File: config.mk
export PLATFORM = sky130hd
export DESIGN_NAME = mul_div_unit
export DESIGN_NICKNAME = d
export VERILOG_FILES = /design/src/rtl/mdu_pkg.sv /design/src/rtl/mul_div_unit.sv
export SDC_FILE = /design/constraint.sdc
export NUM_CORES = 1
export LEC_CHECK = 0
export ABC_AREA = 1
export BUFFER_PORTS_ARGS = -buffer_cell sky130_fd_sc_hd__buf_2
export CORE_MARGIN = 2
export CORE_UTILIZATION = 35
export DETAILED_ROUTE_END_ITERATION = 16
export GPL_TIMING_DRIVEN = 1
export SYNTH_ARGS = -nofsm -noshare
export SYNTH_HDL_FRONTEND = slang
export SYNTH_SLANG_ARGS = --single-unit
File: constraint.sdc
create_clock -name clk -period 5.2 [get_ports clk]
set_clock_uncertainty 0.05 [all_clocks]
set_input_delay 0.26 -clock clk [delete_from_list [all_inputs] [get_ports clk]]
set_output_delay 0.26 -clock clk [all_outputs]
set_load 0.02 [all_outputs]
File: src/rtl/mdu_pkg.sv
// Shared definitions for the HI/LO multiply/divide unit: op encodings, iteration
// count, FSM states and the conditional-negate helpers used on entry and exit.
package mdu_pkg;

  localparam int MDU_ITERS = 32;

  typedef enum logic [1:0] {
    MDU_MULT  = 2'b00,
    MDU_MULTU = 2'b01,
    MDU_DIV   = 2'b10,
    MDU_DIVU  = 2'b11
  } mdu_op_e;

  typedef enum logic {
    IDLE = 1'b0,
    RUN  = 1'b1
  } mdu_state_e;

  function automatic logic [31:0] mdu_cneg32(input logic [31:0] v, input logic en);
    return en ? (~v + 32'd1) : v;
  endfunction

  function automatic logic [63:0] mdu_cneg64(input logic [63:0] v, input logic en);
    return en ? (~v + 64'd1) : v;
  endfunction

endpackage

File: src/rtl/mul_div_unit.sv
// Iterative MIPS HI/LO unit: one shift-add or restoring-divide step per clock,
// 32 steps per operation, with sign handling applied on magnitudes at entry/exit.
module mul_div_unit
  import mdu_pkg::*;
#(
  parameter int WIDTH = 32
) (
  input  logic             clk,
  input  logic             rst,
  input  logic             start,
  input  logic [1:0]       op,
  input  logic [WIDTH-1:0] rs_data,
  input  logic [WIDTH-1:0] rt_data,
  input  logic             mthi,
  input  logic             mtlo,
  input  logic             mf_req,
  output logic             busy,
  output logic             done,
  output logic             stall,
  output logic [WIDTH-1:0] hi,
  output logic [WIDTH-1:0] lo
);

  mdu_state_e state_reg, state_next;
  mdu_op_e    op_reg;
  logic [4:0]  count_reg;
  logic [63:0] acc_reg;
  logic [31:0] opb_reg;
  logic [31:0] rs_reg;
  logic        neg_q_reg, neg_r_reg, div_zero_reg;
  logic [31:0] hi_reg, lo_reg;
  logic        done_reg;

  logic        launch, last, is_div, signed_in;
  logic [32:0] mul_sum, rem_shift, div_diff;
  logic        div_ok;
  logic [63:0] step_acc, prod;
  logic [31:0] res_hi, res_lo;

  assign launch    = (state_reg == IDLE) && start;
  assign last      = (state_reg == RUN) && (count_reg == 5'(MDU_ITERS - 1));
  assign is_div    = (op_reg == MDU_DIV) || (op_reg == MDU_DIVU);
  assign signed_in = (op == MDU_MULT) || (op == MDU_DIV);

  // Multiply: acc = {partial, multiplier}; add multiplicand on LSB, then shift right.
  assign mul_sum   = {1'b0, acc_reg[63:32]} + (acc_reg[0] ? {1'b0, opb_reg} : 33'd0);
  // Divide: acc = {remainder, dividend/quotient}; shift left, trial-subtract divisor.
  assign rem_shift = {acc_reg[63:32], acc_reg[31]};
  assign div_diff  = rem_shift - {1'b0, opb_reg};
  assign div_ok    = ~div_diff[32];

  always_comb begin
    step_acc = {mul_sum, acc_reg[31:1]};
    if (is_div) begin
      step_acc = {(div_ok ? div_diff[31:0] : rem_shift[31:0]), acc_reg[30:0], div_ok};
    end
  end

  // Final fix-up applied to the result of the last iteration.
  always_comb begin
    prod   = mdu_cneg64(step_acc, neg_q_reg);
    res_hi = prod[63:32];
    res_lo = prod[31:0];
    if (is_div) begin
      if (div_zero_reg) begin
        res_hi = rs_reg;
        res_lo = 32'hFFFF_FFFF;
      end else begin
        res_hi = mdu_cneg32(step_acc[63:32], neg_r_reg);
        res_lo = mdu_cneg32(step_acc[31:0], neg_q_reg);
      end
    end
  end

  always_ff @(posedge clk) begin
    if (rst) state_reg <= IDLE;
    else     state_reg <= state_next;
  end

  always_comb begin
    state_next = state_reg;
    case (state_reg)
      IDLE:    if (start) state_next = RUN;
      RUN:     if (last)  state_next = IDLE;
      default: state_next = IDLE;
    endcase
  end

  always_ff @(posedge clk) begin
    if (rst) begin
      op_reg       <= MDU_MULT;
      count_reg    <= 5'd0;
      acc_reg      <= 64'd0;
      opb_reg      <= 32'd0;
      rs_reg       <= 32'd0;
      neg_q_reg    <= 1'b0;
      neg_r_reg    <= 1'b0;
      div_zero_reg <= 1'b0;
      hi_reg       <= 32'd0;
      lo_reg       <= 32'd0;
      done_reg     <= 1'b0;
    end else begin
      done_reg <= 1'b0;
      if (launch) begin
        op_reg       <= mdu_op_e'(op);
        count_reg    <= 5'd0;
        acc_reg      <= {32'd0, mdu_cneg32(rs_data, signed_in && rs_data[31])};
        opb_reg      <= mdu_cneg32(rt_data, signed_in && rt_data[31]);
        rs_reg       <= rs_data;
        neg_q_reg    <= signed_in && (rs_data[31] ^ rt_data[31]);
        neg_r_reg    <= signed_in && rs_data[31];
        div_zero_reg <= op[1] && (rt_data == 32'd0);
      end else if (state_reg == RUN) begin
        acc_reg   <= step_acc;
        count_reg <= count_reg + 5'd1;
        if (last) begin
          hi_reg   <= res_hi;
          lo_reg   <= res_lo;
          done_reg <= 1'b1;
        end
      end else begin
        // Moves only land in IDLE without a competing start.
        if (mthi) hi_reg <= rs_data;
        if (mtlo) lo_reg <= rs_data;
      end
    end
  end

  assign busy  = (state_reg == RUN);
  assign done  = done_reg;
  assign stall = mf_req && busy;
  assign hi    = hi_reg;
  assign lo    = lo_reg;

endmodule

==> impl_metrics.tcl <==
set metrics [dict create \
    r2r_slack_ns 0.45 \
    tightest_slew_ns 1.11 \
    yosys.area_share.adder_pct 4.88 \
    synth-simple-area-share_pct 39.7 \
    relSlewSlack_pct 26.2 \
    io_buffers 138 \
    routed_wl_um 83700 \
    crit_path_frequent_cell "nand2_1" \
    clock-root-buffer "clkbuf_16" \
    antenna_cells 0 \
    crit_end "hi[18]" \
    fp-row-count 84 \
    ys_warn_count 0 \
    clk_pin_slew_worst_paths_ns 0.06 \
    slew_viol_final 0 \
    grt_usage_pct 29.2 \
    grt_pass1_wl_um 126000 \
    h-tree-depth 1 \
    status "finished clean" \
    firstDrtPassIters 7 \
    netlist_instances 3282 \
    worst_setup_path_end_kind "flip-flop" \
    critPathLaunch "acc_reg[31]" \
    routed_via_density 5.54 \
    globalRouteMet3Util_pct 4.02 \
    drive_gt1_share_pct 10.7 \
    grt_max_degree 138 \
    synth.distinct_cells 66 \
    die-area_sq_um 55500 \
    largest_reg_flops 64 \
    synthMuxAreaShare_pct 0 \
    ys_ff_latch 203 \
    start_util_pct 35.6 \
    setup_tns_ns 0 \
    period_share_pct 91.4 \
    placed_cells 4026 \
    grt_antenna_before_repair 1 \
    hold_viol_final 0 \
    synthFlopType "dfxtp_1" \
    post-dp-hpwl_um 63800 \
    layout_common_cells "nand2_1 (895), inv_1 (465), nor2_1 (363)" \
    synth_edf_count 0 \
    slowest_stage "fa_1" \
    rsz0062_at_grt "false" \
    synth_top_family_by_area "simple AND/OR/NAND/NOR gates" \
    synth-async-reset-ratio_pct 0 \
    core_area_sq_um 52800 \
    final_nets 3544 \
    overflow 0 \
    insertion_delay_ns 0.57 \
    top_usage_layer "met2" \
    use_met2_pct 44.9 \
    area_growth_pct 14.1 \
    cpPeakStageDelay_ns 0.41 \
    ant_nets 0 \
    timing.rr.end "hi[18]" \
    cts_buffer_depth 3 \
    grt_util_met1_pct 41.4 \
    power_density_nw_per_um2 282 \
    hp-class "input port to flip-flop" \
    netlist_area_sq_um 18800 \
    drc 0 \
    setup_viol 0 \
    fmax_mhz 210 \
    synth-compound-area-share_pct 19.6 \
    yosysSeqAreaShare_pct 21.6 \
    ios 139 \
    p_leak_nw 11.0 \
    timing.rr.start "acc_reg[31]" \
    via_count 22800 \
    synth_nets 3426 \
    finalNonFillerCells 4107 \
    rr_worst_depth 33 \
    dieWidth_um 236 \
    cp-start-kind "flip-flop" \
    final_common_cell "nand2_1" \
    syn_area_per_cell_sq_um 5.72 \
    drt_iter0_drc 2920 \
    cts_inserted_buffers 26 \
    drv_cap 0 \
    cp_max_fo 6 \
    post-route-min-period_ns 4.75 \
    post_drt_wl_per_cell_um 20.4 \
    place.gp.congestion 1.01 \
    synthXorXnorAreaFrac_pct 1.59 \
    peakVddDrop_uv 262 \
    fill_cells 5934 \
    cp_data_required_time_ns 5.63 \
    cts_tree "built" \
    critPathKind "flip-flop to flip-flop" \
    cts.sinks 203 \
    arrival_ns 5.18 \
    dieHeight_um 236 \
    grt_pass1_vias 20800 \
]
worst max-delay path: cells and delay by family, from the launching register on:
kind	cells	cell delay, ns
flip-flops	1	0.32
AO/OA/AOI/OAI	1	0.15
buffers and inverters	3	0.24
AND/OR/NAND/NOR	26	3.06
adder cells (fa/ha/maj)	3	0.83
how the worst min path moves through the flow:
stage,startpoint,endpoint,slack [ns],cells after the start
after floorplan,rs_data[5],acc_reg[5],0.33,1
after global placement,rs_reg[1],rs_reg[1],0.40,2
after detailed placement,rs_reg[1],rs_reg[1],0.40,2
after CTS,rt_data[3],opb_reg[3],0.0007,3
after global routing,rs_data[17],acc_reg[17],0.007,3
final,rs_data[17],acc_reg[17],0.02,3
stage by stage:
stage / total power (W) / setup slack, ns / instance area [sq um] / util [%] / hold WS, ns
finish: 0.00604 / 0.448 / 21400 / 40.6 / 0.0203
detailed placement: 0.00408 / 0.0800 / 20200 / 38.3 / 0.402
global placement: 0.00409 / 0.210 / 20200 / 38.3 / 0.398
CTS: 0.00598 / 0.0332 / 21400 / 40.5 / 0.000681
global route: 0.00634 / 0.0309 / 21400 / 40.6 / 0.00746
floorplan: 0.00336 / 1.21 / 18800 / - / 0.327
power breakdown:
| group | switching [W] | total, W | internal, W |
|---|---|---|---|
| clock network | 0.000787 | 0.00188 | 0.00109 |
| registers | 0.0000850 | 0.00175 | 0.00166 |
| logic | 0.00171 | 0.00241 | 0.000703 |
| total | 0.00258 | 0.00604 | 0.00346 |
final cells by class:
cell class	instances	area [sq um]	share of cell area, %
clock buffers	41	798	3.73
clock inverters	6	55.1	0.257
multi-input cells	2468	12400	58.0
inverters	483	1810	8.47
flip-flops and latches	203	4070	19.0
well taps	688	861	4.02
repair buffers	218	1390	6.51
cell families after synthesis:
family                   Yosys count
adder cells (fa/ha/maj)           72
AND/OR/NAND/NOR                 1726
XOR/XNOR                          34
AO/OA/AOI/OAI                    636
flip-flops                       203
buffers and inverters            611
timing repair:
item | in CTS | in global routing
hold endpoints to repair | 37 | 0
gates resized for setup | 0 | 12
endpoints found under the setup margin | 0 | 16
setup buffers | 0 | 3
hold buffers | 31 | 0
cell usage after synthesis (19+ instances only):
cell | n | share of area, %
inv_1 | 465 | 9.3
ha_1 | 70 | 4.7
a21oi_1 | 210 | 5.6
clkbuf_1 | 87 | 1.7
nand2_2 | 34 | 1.1
o211ai_1 | 34 | 1.4
nor2_1 | 368 | 7.4
nor3_1 | 50 | 1.3
dfxtp_1 | 203 | 22
xor2_1 | 19 | 0.89
a31oi_1 | 34 | 1.1
o21ai_0 | 223 | 5.9
nor2_2 | 20 | 0.67
buf_1 | 21 | 0.42
nand4_1 | 30 | 1.0
o22ai_1 | 20 | 0.67
nand2_1 | 898 | 18
nand3_1 | 240 | 6.4
routing by layer:
layer  part of all wire [%]  routed length [um]  vias up
li1                       -                   -    11000
met1                     44               37000    10500
met2                     43               35700     1172
met3                    9.5                7970      166
met4                    3.5                2930        2
met5                  0.014                  12        -
Power figures use the tool's default switching activity.
